==> config.mk <==
export PLATFORM = sky130hd
export DESIGN_NAME = aether_engine_cmd_fifo_flat
export DESIGN_NICKNAME = d
export VERILOG_FILES = /design/src/rtl/aether_engine_cmd_fifo_pkg.sv /design/src/rtl/aether_engine_cmd_fifo_if.sv /design/src/rtl/aether_engine_cmd_fifo_d_ff.sv /design/src/rtl/aether_engine_cmd_fifo.sv /design/src/flat_wrapper.sv
export SDC_FILE = /design/constraint.sdc
export NUM_CORES = 1
export LEC_CHECK = 0
export BUFFER_PORTS_ARGS = -buffer_cell sky130_fd_sc_hd__buf_4
export CAP_MARGIN = 10
export CELL_PAD_IN_SITES_DETAIL_PLACEMENT = 1
export CELL_PAD_IN_SITES_GLOBAL_PLACEMENT = 1
export CORE_ASPECT_RATIO = 2
export CORE_MARGIN = 4
export CORE_UTILIZATION = 36
export CTS_CLUSTER_DIAMETER = 150
export DETAILED_ROUTE_END_ITERATION = 16
export PLACE_DENSITY = 0.6
export SETUP_SLACK_MARGIN = 0.15
export SLEW_MARGIN = 40
export SYNTH_ARGS = -nofsm -noshare
export SYNTH_HDL_FRONTEND = slang
export SYNTH_HIERARCHICAL = 1
export SYNTH_SLANG_ARGS = --single-unit
==> constraint.sdc <==
create_clock -name clk_i -period 9.3 [get_ports clk_i]
set_input_delay 1.86 -clock clk_i [delete_from_list [all_inputs] [get_ports clk_i]]
set_output_delay 1.86 -clock clk_i [all_outputs]
set_load 0.02 [all_outputs]
==> src/rtl/aether_engine_cmd_fifo_pkg.sv <==
// Shared command types for the aether engine: the command queue and the decoder
// both import this so they agree on opcode encoding and command field layout.
package aether_engine_pkg;

    localparam int CMD_W = 24;

    typedef enum logic [3:0] {
        NOP        = 4'd0,
        RESET      = 4'd1,
        WRITE_REG  = 4'd2,
        READ_REG   = 4'd3,
        START_TASK = 4'd4
    } opcode_e;

    typedef struct packed {
        opcode_e     op;
        logic [3:0]  sub;
        logic [15:0] payload;
    } cmd_t;

    localparam cmd_t NOP_CMD = '0;

    // Opcode field of a raw command word
    function automatic opcode_e op_of(input logic [CMD_W-1:0] c);
        cmd_t tmp;
        tmp = cmd_t'(c);
        return tmp.op;
    endfunction

endpackage

==> src/rtl/aether_engine_cmd_fifo_if.sv <==
// Host/decoder side signals of the command queue. The queue itself is the
// slave; whoever drives commands and consumes the head is the master.
interface aether_engine_cmd_fifo_if #(
    parameter int Depth    = 16,
    parameter int CmdWidth = 24
);
    localparam int CntW = $clog2(Depth) + 1;

    logic [CmdWidth-1:0] cmd_i;
    logic                cmd_valid_i;
    logic                full_o;
    logic                almost_full_o;
    logic [CmdWidth-1:0] cmd_o;
    logic                cmd_valid_o;
    logic                cmd_ready_i;
    logic [CntW-1:0]     count_o;
    logic                overflow_o;
    logic                clear_overflow_i;

    modport master (
        output cmd_i, cmd_valid_i, cmd_ready_i, clear_overflow_i,
        input  full_o, almost_full_o, cmd_o, cmd_valid_o, count_o, overflow_o
    );

    modport slave (
        input  cmd_i, cmd_valid_i, cmd_ready_i, clear_overflow_i,
        output full_o, almost_full_o, cmd_o, cmd_valid_o, count_o, overflow_o
    );

endinterface

==> src/rtl/aether_engine_cmd_fifo_d_ff.sv <==
// Plain register with synchronous active-high clear to zero.
module aether_engine_cmd_fifo_d_ff #(
    parameter int W = 1
) (
    input  logic         clk_i,
    input  logic         rst_i,
    input  logic [W-1:0] d_i,
    output logic [W-1:0] q_o
);

    // Capture d every cycle; reset forces zero
    always_ff @(posedge clk_i) begin
        if (rst_i) q_o <= '0;
        else       q_o <= d_i;
    end

endmodule

==> src/rtl/aether_engine_cmd_fifo.sv <==
// Command queue in front of the aether engine decoder. First-word fall-through
// with a registered head: the head register is loaded with whatever will be at
// the front after this edge, so cmd_o is a clean flop output and reads NOP
// whenever the queue is empty. full_o feeds the decoder's buffer_full_o and
// cmd_o feeds its cmd_i.
module aether_engine_cmd_fifo
    import aether_engine_pkg::*;
#(
    parameter int Depth            = 16,
    parameter int CmdWidth         = 24,
    parameter int AlmostFullMargin = 2
) (
    input  logic                   clk_i,
    input  logic                   rst_i,
    aether_engine_cmd_fifo_if.slave bus
);

    localparam int PW = $clog2(Depth);
    localparam int CW = PW + 1;

    logic [CmdWidth-1:0] mem [Depth];
    logic [PW-1:0]       wr_ptr, rd_ptr, rd_ptr_d;
    logic [CW-1:0]       count_q, count_after_pop, count_d;
    logic                full_q, af_q, ovf_q;
    logic                cmd_nop, push, pop, drop;
    logic [CmdWidth-1:0] head_d, head_q;
    logic                head_vld_d, head_vld_q;

    assign cmd_nop = (op_of(bus.cmd_i) == NOP);

    // Handshake decode and next-state count / head selection
    always_comb begin
        push            = bus.cmd_valid_i && !full_q && !cmd_nop;
        // full_q is registered, so a push against a full queue is dropped even
        // if the decoder frees a slot in the same cycle
        drop            = bus.cmd_valid_i && full_q && !cmd_nop;
        pop             = head_vld_q && bus.cmd_ready_i;
        count_after_pop = count_q - CW'(pop);
        count_d         = count_after_pop + CW'(push);
        rd_ptr_d        = rd_ptr + PW'(pop);
        head_vld_d      = (count_d != '0);
        head_d          = '0;
        if (count_after_pop != '0)
            head_d = mem[rd_ptr_d];
        else if (push)
            head_d = bus.cmd_i;   // incoming command becomes the new head
    end

    // Pointers, occupancy flags and the sticky overflow bit
    always_ff @(posedge clk_i) begin
        if (rst_i) begin
            wr_ptr  <= '0;
            rd_ptr  <= '0;
            count_q <= '0;
            full_q  <= 1'b0;
            af_q    <= 1'b0;
            ovf_q   <= 1'b0;
        end else begin
            if (push) wr_ptr <= wr_ptr + 1'b1;
            rd_ptr  <= rd_ptr_d;
            count_q <= count_d;
            full_q  <= (count_d == CW'(Depth));
            af_q    <= (count_d >= CW'(Depth - AlmostFullMargin));
            if (drop)                      ovf_q <= 1'b1;
            else if (bus.clear_overflow_i) ovf_q <= 1'b0;
        end
    end

    // Entry storage; contents need no reset since the pointers define validity
    always_ff @(posedge clk_i) begin
        if (!rst_i && push) mem[wr_ptr] <= bus.cmd_i;
    end

    aether_engine_cmd_fifo_d_ff #(.W(CmdWidth + 1)) u_head (
        .clk_i (clk_i),
        .rst_i (rst_i),
        .d_i   ({head_vld_d, head_d}),
        .q_o   ({head_vld_q, head_q})
    );

    assign bus.cmd_o         = head_q;
    assign bus.cmd_valid_o   = head_vld_q;
    assign bus.count_o       = count_q;
    assign bus.full_o        = full_q;
    assign bus.almost_full_o = af_q;
    assign bus.overflow_o    = ovf_q;

endmodule

==> src/flat_wrapper.sv <==
// flat-port wrapper written by rule: the top's interface ports become plain ports
module aether_engine_cmd_fifo_flat import aether_engine_pkg::*;
#(
    parameter int Depth            = 16,
    parameter int CmdWidth         = 24,
    parameter int AlmostFullMargin = 2
)
  (clk_i, rst_i, bus_cmd_i, bus_cmd_valid_i, bus_cmd_ready_i, bus_clear_overflow_i, bus_full_o, bus_almost_full_o, bus_cmd_o, bus_cmd_valid_o, bus_count_o, bus_overflow_o);
  aether_engine_cmd_fifo_if #(.Depth(Depth), .CmdWidth(CmdWidth)) bus_i ();
  input  logic clk_i;
  input  logic rst_i;
  input wire logic [$bits(bus_i.cmd_i)-1:0] bus_cmd_i;
  input wire logic [$bits(bus_i.cmd_valid_i)-1:0] bus_cmd_valid_i;
  input wire logic [$bits(bus_i.cmd_ready_i)-1:0] bus_cmd_ready_i;
  input wire logic [$bits(bus_i.clear_overflow_i)-1:0] bus_clear_overflow_i;
  output wire logic [$bits(bus_i.full_o)-1:0] bus_full_o;
  output wire logic [$bits(bus_i.almost_full_o)-1:0] bus_almost_full_o;
  output wire logic [$bits(bus_i.cmd_o)-1:0] bus_cmd_o;
  output wire logic [$bits(bus_i.cmd_valid_o)-1:0] bus_cmd_valid_o;
  output wire logic [$bits(bus_i.count_o)-1:0] bus_count_o;
  output wire logic [$bits(bus_i.overflow_o)-1:0] bus_overflow_o;
  assign bus_i.cmd_i = bus_cmd_i;
  assign bus_i.cmd_valid_i = bus_cmd_valid_i;
  assign bus_i.cmd_ready_i = bus_cmd_ready_i;
  assign bus_i.clear_overflow_i = bus_clear_overflow_i;
  assign bus_full_o = bus_i.full_o;
  assign bus_almost_full_o = bus_i.almost_full_o;
  assign bus_cmd_o = bus_i.cmd_o;
  assign bus_cmd_valid_o = bus_i.cmd_valid_o;
  assign bus_count_o = bus_i.count_o;
  assign bus_overflow_o = bus_i.overflow_o;
  aether_engine_cmd_fifo #(.Depth(Depth), .CmdWidth(CmdWidth), .AlmostFullMargin(AlmostFullMargin)) u_core (.clk_i(clk_i), .rst_i(rst_i), .bus(bus_i));
endmodule
==> flow_summary.yaml, run 1 <==
layout:
  final_common_cell: "edfxtp_1"
  drive_gt1_share_pct: 29.0
  fin_nets: 900
  antennaDiodeCount: 0
  regArea_um2: 12400
  area_delta_synth_final_pct: 16.1
  fillers: 4214
  mostFrequentLayoutCells: "384 x edfxtp_1, 82 x mux4_2, 79 x buf_4"
  multi_input_area_um2: 3930
die:
  die_x_um: 159
  start_util_pct: 36.5
  ios: 62
  rows: 110
  die_h_um: 311
  die_area_um2: 49500
  core_area_um2: 45100
placement:
  hpwl_um: 21600
  port_buffers: 61
  gp_congestion: 0.679
sta:
  tightest_slew_ns: 0.675
  drv_slew: 0
  finalClockSkew_ns: 0.0207
  slew_headroom_pct: 55.0
  fin_setup_tns_ns: 0
  finalCritPeriodShare_pct: 48.1
  fmax_mhz: 224
  whs_ns: 0.487
  hold_violations: 0
  finalSetupViolCount: 0
  rsz0062_at_grt: "no"
  finalCriticalPeriod_ns: 4.47
critical_path:
  cp_slowest_cell: "buf_4"
  r2r_cells: 11
  cp-endpoint: "u_core/u_head/q_o[12]$_SDFF_PP0_"
  startpoint: "bus_cmd_ready_i"
  worst_ep_arrival_time_ns: 4.87
  r2r_setup_slack_ns: 5.93
  crit_path_start_kind: "input port"
  worstPathRequired_ns: 9.69
  cp-end-kind: "flip-flop"
  crit_chain: "buf_4 > and2_1 > ha_4 > ha_4 > xor2_4 > buf_4 > buf_4 > mux4_2 > mux2i_1 > o22ai_1 > a21o_1 > nor2b_1"
  timing.rr.end: "u_core/u_head/q_o[12]$_SDFF_PP0_"
  critPathMaxFanout: 37
  worstSetupPathType: "in2reg"
  path_common_cell: "buf_4"
  slowest_delay_ns: 0.66
  timing.rr.start: "u_core/u_head/q_o[24]$_SDFF_PP0_"
grt:
  antenna_found_initial: 0
  grt_usage_pct: 15.7
  grt-ovfl-total: 0
  grt_max_degree: 46
  grt_pass1_wl_um: 57600
  grt_pass1_vias: 8644
worst_hold_path:
  whs_path_depth: 2
  hold_path_class: "reg2reg"
synthesis:
  netlist_instances: 769
  synth_ff_type: "edfxtp_1"
  syn-num-nets: 808
  ys_ff_latch: 425
  yosys_warnings: 6
  synth_area_um2: 16500
  synth-edff-count: 384
  synthDistinctLibCells: 41
  avgSynthCellArea_um2: 21.4
  yosysSeqAreaShare_pct: 75.0
  synthArstFlopShare_pct: 0
pwr:
  worst_ir_drop_vdd_mv: 0.153
  p_switching_uw: 1340
  p_int_uw: 3630
  p_comb_share_pct: 23.6
  switching_share_pct: 27.0
  clockPowerShare_pct: 32.3
  power.density_nw_per_um2: 260
  seqPwrFrac_pct: 44.1
  p_leak_uw: 0.00616
cts:
  cts_hold_buffers: 0
  ctsResizeCount: 0
  clockBufferDepth: 3
  cts_tree: "done"
  clock_latency_ns: 0.54
  post-cts-setup-buffer-count: 0
  cts_sinks: 425
  h-tree-depth: 2
  path_clk_slew_ns: 0.07
  cts_root_buf: "clkbuf_16"
  numCtsBuffers: 37
detailed_routing:
  vias: 7666
  vias_per_cell: 5.29
  drt_iter0_drc: 549
  postRouteAntennaNets: 0
  wl_per_cell_um: 26.7
  drt_wl_total_um: 38700
  first_pass_iters: 4
  drc: 0
run:
  cap_violations: 0
status:
  status: "completed"
[worst min-delay path by stage]
stage / from / end / slack (ns)
5_1_grt: u_core/bus.overflow_o$_SDFFE_PP0P_ / u_core/bus.overflow_o$_SDFFE_PP0P_ / 0.55
4_1_cts: u_core/bus.overflow_o$_SDFFE_PP0P_ / u_core/bus.overflow_o$_SDFFE_PP0P_ / 0.49
2_1_floorplan: u_core/rd_ptr[3]$_SDFF_PP0_ / u_core/rd_ptr[3]$_SDFF_PP0_ / 0.49
6_report: u_core/bus.overflow_o$_SDFFE_PP0P_ / u_core/bus.overflow_o$_SDFFE_PP0P_ / 0.49
3_5_place_dp: u_core/bus.overflow_o$_SDFFE_PP0P_ / u_core/bus.overflow_o$_SDFFE_PP0P_ / 0.48
3_3_place_gp: u_core/bus.overflow_o$_SDFFE_PP0P_ / u_core/bus.overflow_o$_SDFFE_PP0P_ / 0.49
[synthesized netlist by cell type, types with 2 or more instances]
library cell,count,area (um2)
edfxtp_1,384,11500
buf_6,13,146
nand4b_1,2,17.5
a21o_1,23,173
buf_8,2,30.0
inv_1,7,26.3
nor3_1,4,20.0
nor3b_1,2,15.0
nor4_1,2,12.5
nor2b_1,31,194
nand2_1,9,33.8
nand2b_1,4,25.0
mux4_2,82,1850
mux4_1,14,368
nand3_1,2,10.0
nor2_1,19,71.3
clkbuf_1,2,7.51
a21oi_1,2,10.0
xnor2_1,3,26.3
o22ai_1,23,144
mux2i_1,49,490
buf_2,11,55.1
dfxtp_1,41,821
xor2_1,4,35.0
buf_4,8,60.1
nand3b_1,2,15.0
ha_1,10,125
[layer usage]
layer  routed length (um)  global-route usage (%)  share of wire (%)  vias to the layer above
met1                15300                    19.0                 40                     4153
met2                21400                    29.4                 55                      141
met3                 1230                    1.84                3.2                       39
li1                     -                       -                  -                     3333
met4                  741                    4.26                1.9                        0
met5                    0                       0                  0                        -
[critical path, delay by kind of cell]
family	cells	cell delay (ns)
buffers and inverters	3	1.28
multiplexers	2	0.59
adder cells (fa/ha/maj)	2	0.35
AND/OR/NAND/NOR	2	0.29
AO/OA/AOI/OAI	2	0.29
XOR/XNOR	1	0.14
[layout make-up]
cell class | instances | share of cell area [%]
Clock buffer | 55 | 5.78
Clock inverter | 13 | 0.811
Inverter | 7 | 0.137
Multi-Input combinational cell | 300 | 20.5
Sequential cell | 425 | 64.6
Tap cell | 560 | 3.66
Timing Repair Buffer | 90 | 4.47
[metrics by stage]
step	util, %	cell area, um2	instances	setup slack, ns	power (uW)
4_1_cts	42.4	19100	1450	4.77	5060
5_1_grt	42.4	19100	1450	4.70	5210
6_report	42.4	19100	1450	4.83	4970
2_1_floorplan	-	16500	769	4.48	3100
3_3_place_gp	39.0	17600	1373	3.82	3430
3_5_place_dp	39.6	17900	1382	4.20	3440
[power by group through the flow]
stage,clock [uW],sequential (uW),combinational (uW)
floorplan,0,2290,812
detailed placement,0,2240,1200
finish,1610,2190,1180
global placement,0,2240,1190
global route,1730,2200,1280
CTS,1650,2200,1210
[flip-flops by register name, indices dropped and copies added (netlist names)]
name                      cells
u_core/bus.almost_full_o      1
u_core/bus.count_o            5
u_core/bus.full_o             1
u_core/bus.overflow_o         1
u_core/mem                  384
u_core/rd_ptr                 4
u_core/u_head/q_o            25
u_core/wr_ptr                 4
[kinds of logic (layout without fill, tap and decap cells)]
family | after synthesis | count (layout) | synth area share [%]
multiplexers | 145 | 145 | 16.4
buffers and inverters | 44 | 165 | 2.00
flip-flops | 425 | 425 | 75.0
AND/OR/NAND/NOR | 84 | 84 | 2.95
adder cells (fa/ha/maj) | 10 | 10 | 0.759
AO/OA/AOI/OAI | 51 | 51 | 2.16
XOR/XNOR | 10 | 10 | 0.737
Power figures use the tool's default switching activity.
==> run 2: changes to the inputs <==
--- a/config.mk
+++ b/config.mk
@@ -5,6 +5,7 @@
 export SDC_FILE = /design/constraint.sdc
 export NUM_CORES = 1
 export LEC_CHECK = 0
+export ABC_AREA = 1
 export BUFFER_PORTS_ARGS = -buffer_cell sky130_fd_sc_hd__buf_4
 export CAP_MARGIN = 10
 export CELL_PAD_IN_SITES_DETAIL_PLACEMENT = 1
@@ -14,7 +15,7 @@
 export CORE_UTILIZATION = 36
 export CTS_CLUSTER_DIAMETER = 150
 export DETAILED_ROUTE_END_ITERATION = 16
-export PLACE_DENSITY = 0.6
+export PLACE_DENSITY = 0.65
 export SETUP_SLACK_MARGIN = 0.15
 export SLEW_MARGIN = 40
 export SYNTH_ARGS = -nofsm -noshare
==> constraint.sdc (replaced) <==
create_clock -name clk_i -period 4.3 [get_ports clk_i]
set_input_delay 0.86 -clock clk_i [delete_from_list [all_inputs] [get_ports clk_i]]
set_output_delay 0.86 -clock clk_i [all_outputs]
set_load 0.02 [all_outputs]
==> run 2 against run 1 <==
Die area grew 11%. Critical path type unchanged. Synthesized area grew 12%. Largest cell class unchanged. Clock skew shrank 0.0070 ns. Largest power group unchanged.
==> flow_summary.yaml, run 2 <==
status:
  status: "completed"
run:
  cap_violations: 0
layout:
  fin_nets: 1936
  area_delta_synth_final_pct: 14.4
  instances_no_fill: 2582
  drive_gt1_share_pct: 9.50
  mostFrequentLayoutCells: "578 x nand2_1, 384 x edfxtp_1, 339 x inv_1"
  final_common_cell: "nand2_1"
  regMostFlops: "u_core/mem"
  design_area_um2: 21100
  fillers: 5637
  largest_register_ffs: 384
  final_core_util_pct: 41.5
critical_path:
  crit_path_start_kind: "input port"
  worstSetupPathType: "in2reg"
  r2r_cells: 14
  worst_ep_arrival_time_ns: 3.05
  cp-end-kind: "flip-flop"
  critPathMaxFanout: 112
  worstPathRequired_ns: 4.71
sta:
  finalWorstSetupSlack_ns: 1.66
  tightest_slew_ns: 0.850
  fin_setup_tns_ns: 0
  rsz0062_at_grt: "no"
  drv_slew: 0
  hold_violations: 0
  finalCritPeriodShare_pct: 61.5
  finalSetupViolCount: 0
  slew_headroom_pct: 43.3
  fmax_mhz: 378
  finalCriticalPeriod_ns: 2.64
  finalClockSkew_ns: 0.0137
die:
  ios: 62
  rows: 117
  die_area_um2: 55000
  start_util_pct: 36.2
  core_area_um2: 50800
  die_x_um: 168
  die_h_um: 328
cts:
  numCtsBuffers: 39
  ctsResizeCount: 0
  cts_root_buf: "clkbuf_16"
  cts_tree: "done"
  post-cts-setup-buffer-count: 0
  cts_hold_buffers: 0
  clock_latency_ns: 0.55
  path_clk_slew_ns: 0.06
  h-tree-depth: 2
  clockBufferDepth: 3
  cts_sinks: 425
synthesis:
  netlist_instances: 1845
  synth_area_um2: 18400
  ys_top_cells_by_area: "edfxtp_1 63%, nand2_1 12%, nand3_1 8.1%"
  yosys.area.top_type: "edfxtp_1"
  ys_ff_latch: 425
  synth_xor_area_share_pct: 0.415
  synthArstFlopShare_pct: 0
  synth.most_common_cell: "nand2_1"
  syn-num-nets: 1884
  synth_top_family_by_area: "simple AND/OR/NAND/NOR gates"
  synth_ff_type: "edfxtp_1"
  synth_simple_gate_area_share_pct: 22.1
  avgSynthCellArea_um2: 9.98
  yosysSeqAreaShare_pct: 67.1
  synthTopCellsByCount: "578 x nand2_1, 384 x edfxtp_1, 340 x inv_1"
  muxShareOfSynthArea_pct: 0
  synthAdderAreaFrac_pct: 0.680
  synth-edff-count: 384
  yosys_warnings: 6
  yosys.area.top_type_share_pct: 62.6
  synthDistinctLibCells: 24
  synth_compound_area_share_pct: 0.245
detailed_routing:
  vias: 12900
  wl_per_cell_um: 20.8
  drc: 0
  postRouteAntennaNets: 0
  drt_wl_total_um: 53800
  vias_per_cell: 4.99
  first_pass_iters: 5
  drt_iter0_drc: 796
grt:
  grt_pass1_wl_um: 82400
  grt_max_degree: 113
  grt_pass1_vias: 13900
  antenna_found_initial: 1
  grt_usage_pct: 19.6
  grt-ovfl-total: 0
placement:
  port_buffers: 61
  pre_cts_ws_ns: 1.06
  place_inst: 2510
  dpl_cell_area_um2: 19900
  hpwl_um: 30100
  gp_congestion: 0.787
worst_hold_path:
  whs_path_depth: 2
  hold_path_class: "reg2reg"
pwr:
  p_leak_uw: 0.00897
  power.density_nw_per_um2: 567
  worst_ir_drop_vdd_mv: 1.08
==> run 2: cell types whose count changed in the layout (fill, tap and decap cells not counted), moves of 25 or more <==
cell,change
mux4_2,-82
mux2i_1,-49
nand4_1,+25
nand2_1,+569
nor2_1,+33
inv_1,+332
nor2b_1,-31
nand3_1,+296
==> run 2: path summary, 6_finish.rpt <==
path | from | end | slack (ns)
worst max-delay path | bus_cmd_ready_i | u_core/u_head/q_o[12]$_SDFF_PP0_ | 1.66
worst min-delay path | u_core/bus.overflow_o$_SDFFE_PP0P_ | u_core/bus.overflow_o$_SDFFE_PP0P_ | 0.47
worst max register to register | u_core/u_head/q_o[24]$_SDFF_PP0_ | u_core/u_head/q_o[12]$_SDFF_PP0_ | 1.75
worst min register to register | u_core/bus.overflow_o$_SDFFE_PP0P_ | u_core/bus.overflow_o$_SDFFE_PP0P_ | 0.47
==> run 2: kinds of logic after synthesis <==
logic type | after synthesis
DFF | 425
and+or+nand+nor | 961
buffers and inverters | 433
xor gates and xnor gates | 7
adders and majority gates | 10
AOI/OAI and AO/OA | 9
==> run 2: critical path, stage by stage <==
cell and delay [ns]:
buf_4 0.11, nand2_1 0.05, inv_1 0.08, ha_4 0.31, buf_12 0.35, buf_16 0.44
nand2_1 0.13, nand3_1 0.11, nand3_1 0.10, nand3_1 0.12, nand2_1 0.08, nand2_1 0.07
nand2_1 0.08, inv_1 0.07, nor2_1 0.04
==> run 2: per-layer routing <==
layer  global-route usage (%)  wire length [um]  vias up
met5                        0                 0        -
met1                     22.6             20500     6473
li1                         -                 -     6013
met4                     7.28              1940        0
met3                     2.19              2010      108
met2                     36.9             29300      283
==> run 2: through the flow <==
step | hold WS [ns] | power [uW]
2_1_floorplan | 0.478 | 7380
3_3_place_gp | 0.461 | 8650
3_5_place_dp | 0.462 | 8760
4_1_cts | 0.480 | 12100
5_1_grt | 0.499 | 12700
6_report | 0.474 | 11900
==> run 2: area by class of cell <==
class / count / area, um2 / area share [%]
Multi-Input combinational cell: 987 / 4490 / 21.3
Clock inverter: 17 / 96.3 / 0.457
Timing Repair Buffer: 100 / 921 / 4.37
Tap cell: 654 / 818 / 3.88
Antenna cell: 1 / 2.50 / 0.0119
Sequential cell: 425 / 12400 / 58.6
Clock buffer: 54 / 1080 / 5.15
Inverter: 344 / 1300 / 6.16
==> run 2: power breakdown <==
group	switching (uW)	internal (uW)	leakage (uW)	total [uW]
Clock	1550	1780	0.000567	3330
Combinational	2750	1120	0.00461	3870
Sequential	72.9	4670	0.00380	4740
